===== config.mk =====
export PLATFORM = sky130hd
export DESIGN_NAME = alu_muldiv_seq
export DESIGN_NICKNAME = d
export VERILOG_FILES = /design/src/rtl/alu_pkg.sv /design/src/rtl/muldiv_iter.sv /design/src/rtl/alu_muldiv_seq.sv
export SDC_FILE = /design/constraint.sdc
export NUM_CORES = 2
export LEC_CHECK = 0
export BUFFER_PORTS_ARGS = -buffer_cell sky130_fd_sc_hd__buf_2
export CAP_MARGIN = 40
export CORE_ASPECT_RATIO = 1.25
export CORE_MARGIN = 2
export CORE_UTILIZATION = 50
export DETAILED_ROUTE_END_ITERATION = 16
export PLACE_DENSITY = 0.7
export SKIP_LAST_GASP = 1
export SYNTH_ARGS = -nofsm -noshare
export SYNTH_HDL_FRONTEND = slang
export SYNTH_SLANG_ARGS = --single-unit

===== constraint.sdc =====
create_clock -name clk -period 11.6 [get_ports clk]
set_input_delay 1.16 -clock clk [delete_from_list [all_inputs] [get_ports clk]]
set_output_delay 1.16 -clock clk [all_outputs]
set_load 0.005 [all_outputs]

===== src/rtl/alu_pkg.sv =====
// Shared op codes, FSM state encoding and op classification helpers for the
// sequential execute-stage ALU.
package alu_pkg;

  localparam logic [3:0] ALU_AND   = 4'b0000;
  localparam logic [3:0] ALU_OR    = 4'b0001;
  localparam logic [3:0] ALU_ADD   = 4'b0010;
  localparam logic [3:0] ALU_MUL   = 4'b0011;
  localparam logic [3:0] ALU_MULHU = 4'b0100;
  localparam logic [3:0] ALU_SUB   = 4'b0110;
  localparam logic [3:0] ALU_DIV   = 4'b1000;
  localparam logic [3:0] ALU_DIVU  = 4'b1001;
  localparam logic [3:0] ALU_REM   = 4'b1010;
  localparam logic [3:0] ALU_REMU  = 4'b1011;
  localparam logic [3:0] ALU_NOR   = 4'b1100;

  typedef enum logic [1:0] {
    ST_IDLE,
    ST_BUSY,
    ST_FIX,
    ST_DONE
  } state_e;

  function automatic logic is_div_op(input logic [3:0] op);
    return (op == ALU_DIV) || (op == ALU_DIVU) || (op == ALU_REM) || (op == ALU_REMU);
  endfunction

  function automatic logic is_iter(input logic [3:0] op);
    return (op == ALU_MUL) || (op == ALU_MULHU) || is_div_op(op);
  endfunction

endpackage


===== src/rtl/muldiv_iter.sv =====
// Shared iterative datapath: one unsigned shift-add multiply step or one
// restoring-divide step per cycle on a 2*XLEN accumulator.
module muldiv_iter
  import alu_pkg::*;
#(
  parameter int XLEN  = 64,
  parameter int CNT_W = $clog2(XLEN) + 1
) (
  input  logic              clk,
  input  logic              rst_n,
  input  logic              clear,
  input  logic              start,
  input  logic              step,
  input  logic              div_mode,
  input  logic [XLEN-1:0]   opa,
  input  logic [XLEN-1:0]   opb,
  output logic [2*XLEN-1:0] acc_step,
  output logic              last
);

  localparam logic [CNT_W-1:0] CNT_INIT = CNT_W'(XLEN);
  localparam logic [CNT_W-1:0] CNT_LAST = CNT_W'(2);

  logic [2*XLEN-1:0] acc_q, acc_d;
  logic [XLEN-1:0]   opb_q, opb_d;
  logic              div_q, div_d;
  logic [CNT_W-1:0]  cnt_q, cnt_d;

  logic [XLEN-1:0] hi, lo;
  logic [XLEN:0]   sum, rem_s, diff;

  always_comb begin
    hi    = acc_q[2*XLEN-1:XLEN];
    lo    = acc_q[XLEN-1:0];
    sum   = {1'b0, hi} + {1'b0, (lo[0] ? opb_q : {XLEN{1'b0}})};
    rem_s = {hi, lo[XLEN-1]};
    diff  = rem_s - {1'b0, opb_q};
    if (div_q) begin
      // Borrow out of the trial subtract means the divisor did not fit.
      if (!diff[XLEN]) acc_step = {diff[XLEN-1:0], lo[XLEN-2:0], 1'b1};
      else             acc_step = {rem_s[XLEN-1:0], lo[XLEN-2:0], 1'b0};
    end else begin
      acc_step = {sum, lo[XLEN-1:1]};
    end
  end

  always_comb begin
    acc_d = acc_q;
    opb_d = opb_q;
    div_d = div_q;
    cnt_d = cnt_q;
    if (clear) begin
      cnt_d = '0;
    end else if (start) begin
      acc_d = {{XLEN{1'b0}}, opa};
      opb_d = opb;
      div_d = div_mode;
      cnt_d = CNT_INIT;
    end else if (step && (cnt_q != '0)) begin
      acc_d = acc_step;
      cnt_d = cnt_q - 1'b1;
    end
  end

  // The FSM leaves BUSY with one step still pending; FIX consumes acc_step.
  assign last = (cnt_q == CNT_LAST);

  always_ff @(posedge clk or negedge rst_n) begin
    if (!rst_n) cnt_q <= '0;
    else        cnt_q <= cnt_d;
  end

  always_ff @(posedge clk) begin
    acc_q <= acc_d;
    opb_q <= opb_d;
    div_q <= div_d;
  end

endmodule


===== src/rtl/alu_muldiv_seq.sv =====
// Sequential EX-stage ALU: single-cycle logic/add ops plus iterative RV-M
// multiply/divide behind a valid/ready handshake.
module alu_muldiv_seq
  import alu_pkg::*;
#(
  parameter int XLEN  = 64,
  parameter int CNT_W = $clog2(XLEN) + 1
) (
  input  logic            clk,
  input  logic            rst_n,
  input  logic            flush,
  input  logic            in_valid,
  output logic            in_ready,
  input  logic [3:0]      op,
  input  logic [XLEN-1:0] a,
  input  logic [XLEN-1:0] b,
  output logic            out_valid,
  input  logic            out_ready,
  output logic [XLEN-1:0] result,
  output logic            zero,
  output logic            illegal
);

  localparam logic [XLEN-1:0] XMIN = {1'b1, {(XLEN-1){1'b0}}};

  state_e          state_q, state_d;
  logic [XLEN-1:0] result_q, result_d;
  logic            illegal_q, illegal_d;
  logic [3:0]      op_q, op_d;
  logic            qneg_q, qneg_d, rneg_q, rneg_d;

  logic signed [XLEN-1:0] a_s, b_s;
  logic                   a_neg, b_neg, is_sdiv, b_zero, ovf, fast_div;
  logic                   accept, start, step, last;
  logic [XLEN-1:0]        opa, opb, fast_res, alu_res, fix_res;
  logic                   alu_ill;
  logic [2*XLEN-1:0]      acc_step;

  function automatic logic [XLEN-1:0] negate(input logic [XLEN-1:0] v);
    return (~v) + {{(XLEN-1){1'b0}}, 1'b1};
  endfunction

  function automatic logic [XLEN:0] alu_single(input logic [3:0] o,
                                               input logic [XLEN-1:0] x,
                                               input logic [XLEN-1:0] y);
    case (o)
      ALU_AND: return {1'b0, x & y};
      ALU_OR:  return {1'b0, x | y};
      ALU_ADD: return {1'b0, x + y};
      ALU_SUB: return {1'b0, x - y};
      ALU_NOR: return {1'b0, ~x & ~y};
      default: return {1'b1, {XLEN{1'b0}}};
    endcase
  endfunction

  assign a_s   = $signed(a);
  assign b_s   = $signed(b);
  assign a_neg = (a_s < 0);
  assign b_neg = (b_s < 0);

  always_comb begin
    is_sdiv  = (op == ALU_DIV) || (op == ALU_REM);
    b_zero   = (b == '0);
    ovf      = is_sdiv && (a == XMIN) && (b == '1);
    fast_div = is_div_op(op) && (b_zero || ovf);
    if (b_zero) fast_res = ((op == ALU_DIV) || (op == ALU_DIVU)) ? '1 : a;
    else        fast_res = (op == ALU_DIV) ? XMIN : '0;
    // Signed divides iterate on magnitudes; signs are restored in FIX.
    opa = (is_sdiv && a_neg) ? negate(a) : a;
    opb = (is_sdiv && b_neg) ? negate(b) : b;
    {alu_ill, alu_res} = alu_single(op, a, b);
  end

  always_comb begin
    case (op_q)
      ALU_MUL:            fix_res = acc_step[XLEN-1:0];
      ALU_MULHU:          fix_res = acc_step[2*XLEN-1:XLEN];
      ALU_DIV, ALU_DIVU:  fix_res = qneg_q ? negate(acc_step[XLEN-1:0]) : acc_step[XLEN-1:0];
      default:            fix_res = rneg_q ? negate(acc_step[2*XLEN-1:XLEN])
                                           : acc_step[2*XLEN-1:XLEN];
    endcase
  end

  assign accept = (state_q == ST_IDLE) && in_valid && !flush;
  assign step   = ((state_q == ST_BUSY) || (state_q == ST_FIX)) && !flush;

  always_comb begin
    state_d   = state_q;
    result_d  = result_q;
    illegal_d = illegal_q;
    op_d      = op_q;
    qneg_d    = qneg_q;
    rneg_d    = rneg_q;
    start     = 1'b0;
    case (state_q)
      ST_IDLE: begin
        if (accept) begin
          op_d   = op;
          qneg_d = (op == ALU_DIV) && (a_neg ^ b_neg);
          rneg_d = (op == ALU_REM) && a_neg;
          if (is_iter(op) && !fast_div) begin
            start   = 1'b1;
            state_d = ST_BUSY;
          end else begin
            result_d  = is_iter(op) ? fast_res : alu_res;
            illegal_d = is_iter(op) ? 1'b0 : alu_ill;
            state_d   = ST_DONE;
          end
        end
      end
      ST_BUSY: if (last) state_d = ST_FIX;
      ST_FIX: begin
        result_d  = fix_res;
        illegal_d = 1'b0;
        state_d   = ST_DONE;
      end
      ST_DONE: if (out_ready) state_d = ST_IDLE;
      default: state_d = ST_IDLE;
    endcase
    if (flush) begin
      state_d   = ST_IDLE;
      result_d  = result_q;
      illegal_d = illegal_q;
    end
  end

  always_ff @(posedge clk or negedge rst_n) begin
    if (!rst_n) begin
      state_q   <= ST_IDLE;
      result_q  <= '0;
      illegal_q <= 1'b0;
    end else begin
      state_q   <= state_d;
      result_q  <= result_d;
      illegal_q <= illegal_d;
    end
  end

  always_ff @(posedge clk) begin
    op_q   <= op_d;
    qneg_q <= qneg_d;
    rneg_q <= rneg_d;
  end

  muldiv_iter #(.XLEN(XLEN), .CNT_W(CNT_W)) u_iter (
    .clk      (clk),
    .rst_n    (rst_n),
    .clear    (flush),
    .start    (start),
    .step     (step),
    .div_mode (is_div_op(op)),
    .opa      (opa),
    .opb      (opb),
    .acc_step (acc_step),
    .last     (last)
  );

  assign in_ready  = (state_q == ST_IDLE);
  assign out_valid = (state_q == ST_DONE);
  assign result    = result_q;
  assign zero      = ~|result_q;
  assign illegal   = illegal_q;

endmodule


# --- Word-level counts from Yosys, hierarchy flattened ---
# Index checks and enable logic that the tools add are counted.
# W data, S select, Z words.
classes:
  magnitude_cmp: 2
  reduce_logical: 37
  muxes: 34
  eq_ne: 25
  bitwise: 9
  n_addsub: 9
op_table:
  columns: ["operator", "count"]
  rows:
  - ["$mux W64", 12]
  - ["$mux W128", 3]
  - ["$pmux W65 S5", 1]
  - ["$add A64 B1 Y64 const B", 4]
  - ["$not A64 Y64", 4]
  - ["$pmux W64 S3", 1]
  - ["$and A64 B64 Y64", 2]
  - ["$eq A64 B64 Y1 const B", 2]
  - ["$lt A64 B1 Y1 const B", 2]
  - ["$pmux W64 S2", 1]
  - ["$add A64 B64 Y65", 1]
  - ["$sub A65 B64 Y65", 1]
  - ["$add A64 B64 Y64", 1]
  - ["$logic_not A64 Y1", 1]
  - ["$or A64 B64 Y64", 1]
  - ["$reduce_or A64 Y1", 1]
  - ["$sub A64 B64 Y64", 1]
  - ["$eq A4 B4 Y1 const B", 7]
  - ["$mux W7", 3]
  - ["$eq A4 B2 Y1 const B", 3]
  - ["$eq A4 B3 Y1 const B", 3]
  - ["$logic_and A1 B1 Y1", 12]
  - ["$mux W2", 5]
  - ["$logic_or A1 B1 Y1", 8]
  - ["24 further kinds", 36]
totals:
  register_bits: 273
  output_inout_bits: 68
  input_bits: 137

# --- Depth between registers and ports, before layout ---
logic_depth:
  word_depth: 13
  depth_mapped: 29

# --- Cells and area by module ---
# Synthesis repeated with hierarchy kept, for this count alone.
hier_totals:
  cells_unflattened: 4810
  hier_area_um2: 36238.5
modules_own_cells:
  columns: ["module", "area_per_inst_um2", "cells_each", "n_inst"]
  rows:
  - ["alu_muldiv_seq", 18151.2, 2789, 1]
  - ["muldiv_iter", 18087.3, 2021, 1]

# --- Worst setup path after synthesis ---
# No wires, ideal clock.
synth_timing:
  path_type: "input to register"
  from: "in b[9]"
  to: "reg u_iter.acc_q[0] (enable)"
  arrival_time_ns: 6.686
  required_time_ns: 10.484
  path_slack_ns: 3.797
  cell_stages: 13
  setup_ns: 1.116
  n_path_buf: 3
  cell_sequence: "clkbuf_1 > or4_1 > or4_1 > nor4_2 > nand4_1 > or3_1 > nor3_2 > a211oi_1 > mux2i_1 > nand2b_1 > buf_1 > buf_1 > nand2_1"
synth_via:
  elab_chain_cells: 11
  elab_cells_between_ends: 12
synth_rtl:
  columns: ["item", "line_no", "rtl"]
  rows:
  - ["from (decl)", "alu_muldiv_seq.sv:16", "input logic [XLEN-1:0] b,"]
  - ["$eq A64 B64 Y1", "alu_muldiv_seq.sv:64", "ovf = is_sdiv && (a == XMIN) && (b == '1);"]
  - ["$logic_and A1 B1 Y1", "alu_muldiv_seq.sv:64", null]
  - ["$logic_or A1 B1 Y1 *", "alu_muldiv_seq.sv:65", "fast_div = is_div_op(op) && (b_zero || ovf);"]
  - ["$logic_and A1 B1 Y1 *", "alu_muldiv_seq.sv:65", null]
  - ["$logic_not A1 Y1 *", "alu_muldiv_seq.sv:101", "if (is_iter(op) && !fast_div) begin"]
  - ["$logic_and A1 B1 Y1 *", "alu_muldiv_seq.sv:101", null]
  - ["$mux W1 *", "alu_muldiv_seq.sv:101", null]
  - ["$mux W1 *", "alu_muldiv_seq.sv:97", "if (accept) begin"]
  - ["$mux W1 *", "alu_muldiv_seq.sv:95", "case (state_q)"]
  - ["$reduce_bool A2 Y1 (no source line) *", null, null]
  - ["$reduce_and A2 Y1 (no source line) *", null, null]
  - ["to (signal assigned)", "muldiv_iter.sv:74", "acc_q <= acc_d;"]
  - ["to (decl)", "muldiv_iter.sv:24", "logic [2*XLEN-1:0] acc_q, acc_d;"]
# Mark *: on every way between the ends. The rest lies on a longest branch, timed or not.
# A chain may end at the register's enable or synchronous reset.

# --- Worst setup path in the final report ---
layout_timing:
  from: "in b[8]"
  to: "reg result_q[59], in the netlist result[59]"
layout_via:
  elab_chain_cells: 8
  elab_cells_between_ends: 17
layout_rtl:
  columns: ["item", "line_no", "rtl"]
  rows:
  - ["branches (longest 8 deep; another with $sub A64 B64 Y64)", null, null]
  - ["to (signal assigned)", "alu_muldiv_seq.sv:134", "result_q <= result_d;"]
  - ["to (decl)", "alu_muldiv_seq.sv:27", "logic [XLEN-1:0] result_q, result_d;"]
# Parallel ways; which one is timed is not known. The select of a mux whose other input is x is not followed.

==> impl_metrics.ini <==
[placement]
portBuffers = 204
post-place-ws_ps = 3571
place_congestion = 1.013
dpl.hpwl_mm = 115.9
placed_area_um2 = 37560

[worst_setup_path]
r2r_start = u_iter.acc_q[63]
critPathArrivalTime_ps = 8260
critPathRequiredTime_ps = 12120
cp-start-kind = input port
end_kind = flop
cp_max_fo = 10
reg2regPathDepth = 24
worstSetupPathType = in -> reg
worstSetupStartpoint = b[8]

[logic_synthesis]
yosysSeqAreaShare_pct = 21.64
synthXorXnorAreaFrac_pct = 8.961
synth_top_family_by_area = compound AO/OA/AOI/OAI gates
syn_nets = 5238
synth_cells = 4891
yosys.area_share.adder_pct = 7.328
synth-simple-area-share_pct = 24.05
synth-compound-area-share_pct = 29.54
synth_flop_cell = edfxtp_1
yosysTopAreaCell = edfxtp_1
synth_cell_types = 112
synth_area_leaders = edfxtp_1 (17%), ha_1 (7.2%), a21oi_1 (7.1%), nor2_1 (5.2%), dfrtp_1 (5.1%)
synth_edf_count = 199
muxShareOfSynthArea_pct = 2.941
synth-seq-cells = 273
async_flop_share_pct = 27.11
yosysWarnings = 0
synth_area_per_cell_um2 = 7.394
synth_top_area_share_pct = 16.52
syn-cell-area_um2 = 36160

[detailed_routing]
antenna_left = 0
vias = 39409
avgRoutedWirePerCell_um = 25.44
drc = 0
drtPass1Iterations = 7
drtIter0Drc = 4890
vias_per_cell = 6.761
wl_mm = 148.3

[cts]
root_buffer = clkbuf_16
clk_pin_slew_ps = 70
tritoncts = yes
cts-buffers-inserted = 30
h-tree-depth = 1
cts_setup_buffers = 0
clockBufferDepth = 3
cts_resized = 0
insertion_delay_ps = 600
clock-sinks = 273
ctsHoldBuffers = 0

[run_status]
status = finished clean

[final_layout]
drive_above_1_share_pct = 9.363
fillers = 7033
layout.nets = 5193
final_cell_mix = a21oi_1 (510), nor2_1 (496), nand2_1 (438)
final_common_cell = a21oi_1
syn2layout_area_growth_pct = 6.989
final_area_um2 = 38690

[global_route]
grt_usage_pct = 38.10
grt_overflow = 0
grt_pass1_vias = 35316
grt_max_degree = 86
grt_pass1_wl_mm = 219.1
antenna_found_initial = 13

[hold_path]
min_from = illegal
min_path_cells = 2
hp-class = reg -> reg

[timing]
skew_ps = 24.16
grt_setup_unrepaired = no
max_freq_ghz = 0.1293
final.setup.tns_ps = 0
finalCriticalPeriod_ps = 7736
setup_slack_ps = 3864
max_slew_margin_pct = 30.85
tightest_slew_ps = 1032
hold_viol = 0
maxSlewViolCount = 0
setup_viol = 0
period_share_pct = 66.69

[power]
power_density_nw_per_um2 = 218.9
p_leak_nw = 15.70
irDropWorstVdd_v = 0.0001514
fin_total_pwr_mw = 8.470

[floorplanning]
die_w_um = 244.5
num_rows = 110
dieArea_um2 = 74510
core-area_um2 = 71840
initial_utilization_pct = 50.34
ios = 205
fp.dieH_um = 304.7

[run]
max_cap_violations = 0
## cells by family after synthesis
logic type | after synthesis
DFF | 273
xor gates and xnor gates | 370
and+or+nand+nor | 1778
adders and majority gates | 210
buffers and inverters | 498
AOI/OAI and AO/OA | 1658
muxes | 104
## through the flow
stage | cells | hold slack (ps) | util, %
after floorplan | 4891 | 467.3 | -
after global placement | 5753 | 472.9 | 52.14
after detailed placement | 5765 | 461.2 | 52.28
after CTS | 5821 | 486.8 | 53.81
after global routing | 5825 | 521.6 | 53.84
final | 5829 | 485.6 | 53.85
## final timing paths
kind | to | slack [ps]
worst max register to register | result[54] | 4180
max in group asynchronous | result[59] | 9970
worst max-delay path | result[59] | 3860
worst min-delay path | illegal | 490
min in group asynchronous | result[0] | 530
worst min register to register | illegal | 490
## routing by layer
metal	wire length, um	track usage [%]
met5	121	0.7843
met4	8534	18.55
met3	16860	5.874
met2	64130	58.97
met1	58650	51.66
## flip-flops by register name, indices dropped and copies added, names as in the netlist
name          flops
u_iter.acc_q    128
result           64
u_iter.opb_q     64
u_iter.cnt_q      7
op_q              4
state_q           2
illegal           1
qneg_q            1
rneg_q            1
u_iter.div_q      1
## synthesized netlist by cell type (all sizes together), types with 79 or more instances
cell / instances
a21oi: 516
ha: 207
nand2: 440
nor3: 155
xor2: 173
nor2: 502
edfxtp: 199
inv: 142
clkbuf: 282
o31ai: 79
nand4: 97
and2: 128
mux2i: 86
nand3: 134
xnor2: 197
o21ai: 365
a21o: 143
## power breakdown
group          internal (mW)  switching [mW]
sequential              1.49           0.375
combinational           1.93            3.59
clock                  0.621           0.460
total                   4.05            4.42
## area by class of cell
class	instances	area, um^2	area share, %
Multi-Input combinational cell	4120	26420	68.28
Sequential cell	273	7828	20.23
Timing Repair Buffer	279	1600	4.136
Tap cell	952	1191	3.079
Clock buffer	32	800.8	2.070
Inverter	142	535.5	1.384
Clock inverter	24	300.3	0.7761
Antenna cell	7	17.52	0.04527
## critical path, stage by stage
cell	delay, ps
buf_2	160
or4_1	610
or4_1	540
or2_2	360
or3_1	490
nor3_1	280
nor3b_1	450
nand3_1	240
nor2_1	290
nor4b_1	550
nor2_1	110
xnor2_1	160
ha_1	360
nand4_1	170
nor2_1	140
o211ai_1	90
and3_1	280
o211ai_1	200
o21ai_0	200
o21ai_0	420
a221o_1	230
a21oi_1	80
xor2_1	150
o2111ai_1	240
o21ai_0	130
a21oi_1	160
(Power assumes the default switching activity.)
